--- src/rtl/l1c_arbiter.sv ---
// l1c_arbiter: shares one CPU-wrapper request port between the I-cache and D-cache.
// Define ARB_ROUND_ROBIN_EN for round-robin arbitration; otherwise D always wins.
//
// state | meaning
// IDLE  | no transaction in flight; grant a pending request
// ISSUE | mem_req driven from latched fields until mem_wait is low
// RESP  | count mem_valid beats and forward them to the owner
module l1c_arbiter #(
    parameter int ADDR_W = 32,
    parameter int DATA_W = 64
) (
    input  logic                  clk,
    input  logic                  rst,
    input  logic                  i_req,
    input  logic [ADDR_W-1:0]     i_addr,
    input  logic                  i_write,
    input  logic [2:0]            i_type,
    input  logic                  i_burst,
    input  logic [DATA_W-1:0]     i_in,
    input  logic [DATA_W/8-1:0]   i_strobe,
    output logic [DATA_W-1:0]     i_out,
    output logic                  i_valid,
    output logic                  i_wait,
    input  logic                  d_req,
    input  logic [ADDR_W-1:0]     d_addr,
    input  logic                  d_write,
    input  logic [2:0]            d_type,
    input  logic                  d_burst,
    input  logic [DATA_W-1:0]     d_in,
    input  logic [DATA_W/8-1:0]   d_strobe,
    output logic [DATA_W-1:0]     d_out,
    output logic                  d_valid,
    output logic                  d_wait,
    output logic                  mem_req,
    output logic                  mem_write,
    output logic                  mem_burst,
    output logic [ADDR_W-1:0]     mem_addr,
    output logic [DATA_W-1:0]     mem_in,
    output logic [2:0]            mem_type,
    output logic [DATA_W/8-1:0]   mem_strobe,
    input  logic [DATA_W-1:0]     mem_out,
    input  logic                  mem_wait,
    input  logic                  mem_valid
);

    typedef enum logic [1:0] {IDLE, ISSUE, RESP} state_t;

    state_t                 state, state_next;
    logic [ADDR_W-1:0]      lat_addr;
    logic                   lat_write;
    logic                   lat_burst;
    logic [2:0]             lat_type;
    logic [DATA_W-1:0]      lat_in;
    logic [DATA_W/8-1:0]    lat_strobe;
    logic                   owner_d;
    logic                   beat_cnt;
    logic                   grant;
    logic                   grant_d;
    logic                   beat;
    logic                   last_beat;

`ifdef ARB_ROUND_ROBIN_EN
    // Remembers who was served last; reset value makes D the first winner.
    logic last_was_d;

    always_ff @(posedge clk or posedge rst) begin
        if (rst)
            last_was_d <= 1'b0;
        else if (grant)
            last_was_d <= grant_d;
    end

    assign grant_d = d_req && (!i_req || !last_was_d);
`else
    assign grant_d = d_req;
`endif

    assign grant     = (state == IDLE) && (i_req || d_req);
    assign beat      = (state == RESP) && mem_valid;
    // Only a burst read takes two beats; everything else finishes on the first.
    assign last_beat = beat && (!(lat_burst && !lat_write) || beat_cnt);

    always_comb begin
        state_next = state;
        case (state)
            IDLE:    if (grant) state_next = ISSUE;
            ISSUE:   if (!mem_wait) state_next = RESP;
            RESP:    if (last_beat) state_next = IDLE;
            default: state_next = IDLE;
        endcase
    end

    always_ff @(posedge clk or posedge rst) begin
        if (rst) begin
            state      <= IDLE;
            lat_addr   <= '0;
            lat_write  <= 1'b0;
            lat_burst  <= 1'b0;
            lat_type   <= '0;
            lat_in     <= '0;
            lat_strobe <= '0;
            owner_d    <= 1'b0;
            beat_cnt   <= 1'b0;
        end else begin
            state <= state_next;
            if (grant) begin
                lat_addr   <= grant_d ? d_addr   : i_addr;
                lat_write  <= grant_d ? d_write  : i_write;
                lat_burst  <= grant_d ? d_burst  : i_burst;
                lat_type   <= grant_d ? d_type   : i_type;
                lat_in     <= grant_d ? d_in     : i_in;
                lat_strobe <= grant_d ? d_strobe : i_strobe;
                owner_d    <= grant_d;
                beat_cnt   <= 1'b0;
            end else if (beat) begin
                beat_cnt   <= !last_beat;
            end
        end
    end

    assign mem_req    = (state == ISSUE);
    assign mem_addr   = lat_addr;
    assign mem_write  = lat_write;
    assign mem_burst  = lat_burst;
    assign mem_type   = lat_type;
    assign mem_in     = lat_in;
    assign mem_strobe = lat_strobe;

    assign i_out   = mem_out;
    assign d_out   = mem_out;
    assign i_valid = beat && !owner_d;
    assign d_valid = beat && owner_d;
    assign i_wait  = i_req && !(last_beat && !owner_d);
    assign d_wait  = d_req && !(last_beat && owner_d);

endmodule

--- config.mk ---
export PLATFORM = sky130hd
export DESIGN_NAME = l1c_arbiter
export DESIGN_NICKNAME = d
export VERILOG_FILES = /design/src/rtl/l1c_arbiter.sv
export SDC_FILE = /design/constraint.sdc
export NUM_CORES = 1
export LEC_CHECK = 0
export CAP_MARGIN = 20
export CORE_AREA = 2 2 208 210
export CTS_CLUSTER_SIZE = 40
export DETAILED_ROUTE_END_ITERATION = 6
export DIE_AREA = 0 0 210 212
export DONT_BUFFER_PORTS = 1
export PLACE_DENSITY = 0.36
export SLEW_MARGIN = 15
export SYNTH_ARGS = -nofsm -noshare
export SYNTH_HDL_FRONTEND = slang
export SYNTH_SLANG_ARGS = --single-unit
export TNS_END_PERCENT = 20
--- constraint.sdc ---
create_clock -name clk -period 9 [get_ports clk]
set_clock_uncertainty 0.15 [all_clocks]
set_input_delay 0.45 -clock clk [delete_from_list [all_inputs] [get_ports clk]]
set_output_delay 0.45 -clock clk [all_outputs]
set_load 0.02 [all_outputs]
# Word-level counts from Yosys, hierarchy flattened
# Index checks and enable logic that the tools add are counted.
# totals
reg_bits	113
inputBits	288
out_inout_bits	242
wordCells	47
# op_classes
eq_ne	5
n_mux	12
reduce_logical	21
# ops
operator	n
2-to-1 mux 64 bit	1
2-to-1 mux 32 bit	1
logical AND 1 bit	10
2-to-1 mux 8 bit	1
logical NOT 1 bit	6
2-to-1 mux 2 bit	3
!= test 2 bit, second input constant	3
case mux 2 bit (3 select lines)	1
2-to-1 mux 1 bit	4
2-to-1 mux 3 bit	1
AND reduction 3 bit	1
equality test 2 x 1 -> 1 bit, second input constant	1
equality test 2 bit, second input constant	1
logical NOT 2 bit	1
logical OR 1 bit	2
nonzero test 2 bit	1

# Longest topological paths before layout
# Gate-level depths: netlist (run 1).
# depth
word_depth	8
ltp_mapped	5
depth_no_buf	3

# Worst setup path before layout (run 1)
# OpenSTA, ideal clock, no wires.
# synth_path
path_type	input to output
from	input port d_req
to	output port d_wait
arrival_time_ps	1253
required_ps	8400
slack_ps	7147
cell_stages	3
n_path_buf	2
path_cell_list	buf_6 > buf_6 > a21boi_0
# synth_via
elab_chain_cells	1
# synth_rtl
item	line	source
start, declared	24	input logic d_req,
logical AND 1 bit	134	assign d_wait = d_req && !(last_beat && owner_d);
end, declared	33	output logic d_wait,
# Every way passes these cells.

# Worst setup path in the final report (run 1)
# layout_path
from	register lat_write (netlist: mem_write)
to	output port i_wait
# layout_via
elab_chain_cells	8
# layout_rtl
item	line	source
start, declared	50	logic lat_write;
start signal, assigned	108	lat_write <= grant_d ? d_write : i_write;
logical NOT 1 bit	81	assign last_beat = beat && (!(lat_burst && !lat_write) || beat_cnt);
logical AND 1 bit	81	
logical NOT 1 bit	81	
logical OR 1 bit	81	
logical AND 1 bit	81	
logical AND 1 bit	133	assign i_wait = i_req && !(last_beat && !owner_d);
logical NOT 1 bit	133	
logical AND 1 bit	133	
end, declared	23	output logic i_wait,
# Every way passes these cells.

==> results.cfg, run 1 <==
[outcome]
outcome = finished clean

[yosys]
synth_top_area_share_pct = 41.0
syn_area_per_cell_um2 = 13.7
muxShareOfSynthArea_pct = 39.9
synth_nets = 791
yosysSeqAreaShare_pct = 41.0
synthXorXnorAreaFrac_pct = 0
synth.distinct_cells = 21
syn_inst = 503
synth-compound-area-share_pct = 0.707
synth_area_leaders = dfrtp_1 (41%), mux2_2 (21%), mux2_4 (17%)
synth_fa_ha_area_share_pct = 0
synth_top_area_cell = dfrtp_1
ys_warn_count = 0
synth-seq-cells = 113
synth_area_um2 = 6900
synth-simple-area-share_pct = 0.852
synth_top_family_by_area = multiplexers

[final_layout]
drive_gt1_share_pct = 63.3
final_util_pct = 16.6
final_common_cell = mux2_2
nNetsFinal = 665
multiInputGateArea_um2 = 2870
syn_to_final_growth_pct = 2.03
finalInstanceArea_um2 = 7040
seq_area_um2 = 2830
fill_cells = 4608
fin_cells = 937
mostFrequentLayoutCells = mux2_2 (130), dfrtp_1 (113), mux2_4 (80)

[placed_design]
placed_area_um2 = 6410
place_inst = 900
portBuffers = 0
hpwl_um = 12100
place.gp.congestion = 0.717
place_ws_ns = 6.57

[clocking]
worstSkewPairLatency_ns = 0.46
cts_tree = yes
clk_pin_slew_worst_paths_ns = 0.06
cts_resized = 0
cts-buffers-inserted = 17
cts-root-buf = clkbuf_16
holdBufCountCts = 4
cts.sink_count = 113
post_cts_buffers = 0
cts_buffer_depth = 2
htreeDepth = 4

[worst_setup_path]
worstPathArrival_ns = 1.86
critical_path.cell_chain = nor2_1 > a21oi_1 > a21boi_0
required_ns = 8.40
reg2reg_slack_ns = 6.61
crit_path_start_kind = flip-flop
cp-end-kind = output pin
crit_slowest_cell = a21boi_0
path_max_fanout = 4
cp_top_family = compound AO/OA/AOI/OAI gates
worst-path-buf-inv = 0
crit_path_max_incr_delay_ns = 0.63
worst-setup-path-type = flip-flop to output pin

[min_path]
min_path_type = primary input to flip-flop

[sta]
worst_slack_ns = 6.54
finalSetupTns_ns = 0
max-slew-margin-rel_pct = 39.5
post-route-min-period_ns = 2.46
drv_slew = 0
hold_viol = 0
tightest_slew_ns = 0.907
min_period_over_period_pct = 27.4
setup-violations-final = 0
rsz0062_at_grt = no
whs_ns = 0.110
fmax_mhz = 406

[grt]
grt_pass1_vias = 3763
grt_pass1_wl_um = 23700
met3_usage_pct = 4.76
grtUsageMet1_pct = 6.44
grt_max_degree = 113
overflow = 0
gr-max-usage-layer = met2
grt_util_met2_pct = 12.2
grtUsageTotal_pct = 7.64
antenna_found_initial = 2

[pwr]
p_leak_nw = 2.84
totalPowerFinal_mw = 2.72
peakVddDrop_v = 0.000138
power_density_nw_per_um2 = 386

[die]
io-pin-count = 530
coreArea_um2 = 42500
row_count = 76
die_h_um = 212
die_area_um2 = 44500
start_util_pct = 16.2
dieWidth_um = 210

[job]
max-cap-violations = 0

[route]
first_pass_iters = 4
drt-initial-drc-count = 82
vias = 3205
vias_per_cell = 3.42
wl_um = 17000
drc_errors = 0
antenna_left = 0
wl_per_cell_um = 18.2
[final cells by class]
class | count | area share (%)
multi-input combinational | 236 | 40.7
sequential | 113 | 40.1
tap | 546 | 9.70
clock buffer | 18 | 6.09
clock inverter | 14 | 2.26
timing repair buffer | 7 | 0.888
inverter | 2 | 0.142
antenna | 1 | 0.0355
[per-layer routing]
| metal | wire length [um] | vias to the layer above |
|---|---|---|
| li1 | - | 1356 |
| met1 | 5320 | 1522 |
| met2 | 8600 | 250 |
| met3 | 1980 | 77 |
| met4 | 1140 | 0 |
| met5 | 0 | - |
[cell usage after synthesis]
cell type / n
a21boi_0: 2
buf_6: 20
inv_1: 2
nand2_1: 1
buf_4: 128
buf_2: 4
nor3_1: 1
nor2b_1: 2
nor2_2: 1
mux2_1: 8
nand2b_1: 2
nor2_1: 3
nand3b_1: 1
a21oi_1: 1
o21ai_0: 1
a21o_1: 1
mux2_4: 80
a22o_1: 1
dfrtp_1: 113
mux2_2: 130
o21a_1: 1
[worst paths after layout]
| check | startpoint | cells after the start | end |
|---|---|---|---|
| min | i_addr[14] | 2 | mem_addr[14] |
| min in group asynchronous | rst | 2 | mem_type[0] |
| min reg2reg | beat_cnt | 2 | beat_cnt |
| max | mem_write | 3 | i_wait |
| max in group asynchronous | rst | 3 | mem_in[27] |
| max reg2reg | state[0] | 4 | mem_in[5] |
[logic make-up (layout without fill, tap and decap cells)]
logic type      Yosys count  in the layout
flops                   113            113
mux                     218            218
other cells               0              1
compound gates            7              7
simple gates             11             11
buf+inv                 154             41
[power by group]
group	internal, mW	switching, mW
sequential	0.771	0.543
combinational	0.476	0.240
clock	0.409	0.277
[registers in the layout, indices dropped and copies added, names as in the netlist]
name        count
beat_cnt        1
mem_strobe      8
mem_burst       1
mem_write       1
owner_d         1
mem_in         64
mem_addr       32
state           2
mem_type        3
Note: power is estimated with default switching activity, not from simulation.
==> run 2: changes to the inputs <==
==> constraint.sdc (replaced) <==
create_clock -name clk -period 2.5 [get_ports clk]
set_clock_uncertainty 0.15 [all_clocks]
set_input_delay 0.125 -clock clk [delete_from_list [all_inputs] [get_ports clk]]
set_output_delay 0.125 -clock clk [all_outputs]
set_load 0.02 [all_outputs]
==> results.cfg, run 2 <==
[outcome]
outcome = stopped before the end
stop_stage = clock tree synthesis
tool.error = [ERROR RSZ-0060] Max buffer count reached.

[clocking]
cts_resized = 0
post_cts_buffers = 0
cts-root-buf = clkbuf_16
holdBufCountCts = 188
cts.sink_count = 113
cts_buffer_depth = 2
cts-buffers-inserted = 17
htreeDepth = 4

[yosys]
synth_edf_count = 0
yosys-top-cells-count = mux2_2 (130), buf_4 (128), dfrtp_1 (113)
synth.distinct_cells = 21
syn_inst = 503
synth-async-reset-ratio_pct = 100
synth_top_area_share_pct = 41.0
synth_area_um2 = 6900
synth_area_leaders = dfrtp_1 (41%), mux2_2 (21%), mux2_4 (17%)
syn_area_per_cell_um2 = 13.7
yosysSeqAreaShare_pct = 41.0
synth-seq-cells = 113
yosysMostFrequentCell = mux2_2
synth_flop_cell = dfrtp_1
synth_nets = 791
synth_top_area_cell = dfrtp_1
ys_warn_count = 0

[placed_design]
portBuffers = 0
place.gp.congestion = 0.759
hpwl_um = 12200
place_inst = 904

[die]
start_util_pct = 16.2
row_count = 76
io-pin-count = 530
dieWidth_um = 210
die_h_um = 212
==> run 2: metrics by stage <==
| stage | hold slack, ns | util [%] | setup WS [ns] | cell area, um^2 |
|---|---|---|---|---|
| after floorplan | 0.0915 | - | 0.854 | 6910 |
| after global placement | 0.0700 | 15.3 | 0.534 | 6480 |
| after detailed placement | 0.0841 | 15.3 | 0.480 | 6480 |
==> run 2: cells by family after synthesis <==
logic type	count (synthesis)	synth area share [%]
AOI/OAI and AO/OA	7	0.707
buffers and inverters	154	17.6
DFF	113	41.0
muxes	218	39.9
and+or+nand+nor	11	0.852
==> run 3: changes to the inputs <==
--- a/config.mk
+++ b/config.mk
@@ -7,11 +7,10 @@
 export LEC_CHECK = 0
 export CAP_MARGIN = 20
 export CORE_AREA = 2 2 208 210
-export CTS_CLUSTER_SIZE = 40
 export DETAILED_ROUTE_END_ITERATION = 6
 export DIE_AREA = 0 0 210 212
 export DONT_BUFFER_PORTS = 1
-export PLACE_DENSITY = 0.36
+export PLACE_DENSITY_LB_ADDON = 0.15
 export SLEW_MARGIN = 15
 export SYNTH_ARGS = -nofsm -noshare
 export SYNTH_HDL_FRONTEND = slang
==> results.cfg, run 3 <==
[outcome]
outcome = stopped before the end
stop_stage = clock tree synthesis
tool.error = [ERROR RSZ-0060] Max buffer count reached.

[yosys]
syn_area_per_cell_um2 = 13.7
synth_area_um2 = 6900
syn_inst = 503
synth_edf_count = 0
synth-seq-cells = 113
synth.distinct_cells = 21
synth_top_area_cell = dfrtp_1
ys_warn_count = 0
synth_top_area_share_pct = 41.0
yosys-top-cells-count = mux2_2 (130), buf_4 (128), dfrtp_1 (113)
synth_nets = 791
synth_area_leaders = dfrtp_1 (41%), mux2_2 (21%), mux2_4 (17%)
yosysMostFrequentCell = mux2_2
yosysSeqAreaShare_pct = 41.0
synth-async-reset-ratio_pct = 100
synth_flop_cell = dfrtp_1

[clocking]
post_cts_buffers = 0
cts_resized = 0
htreeDepth = 4
cts_buffer_depth = 2
cts.sink_count = 113
cts-buffers-inserted = 17
holdBufCountCts = 190
cts-root-buf = clkbuf_16

[placed_design]
place.gp.congestion = 0.677
portBuffers = 0
hpwl_um = 11900
place_ws_ns = 0.526

[die]
io-pin-count = 530
row_count = 76
start_util_pct = 16.2
die_h_um = 212
dieWidth_um = 210
[run 3: cell counts after synthesis]
Identical to the previous run, type by type.
[run 3: cell families after synthesis]
group / synth area share (%)
compound gates: 0.707
buf+inv: 17.6
flops: 41.0
mux: 39.9
simple gates: 0.852
[run 3: metrics by stage]
stage	instances	instance area (um^2)	utilization (%)	hold slack, ns
detailed placement	913	6550	15.4	0.0960
global placement	913	6550	15.4	0.0816
floorplan	503	6910	-	0.0915
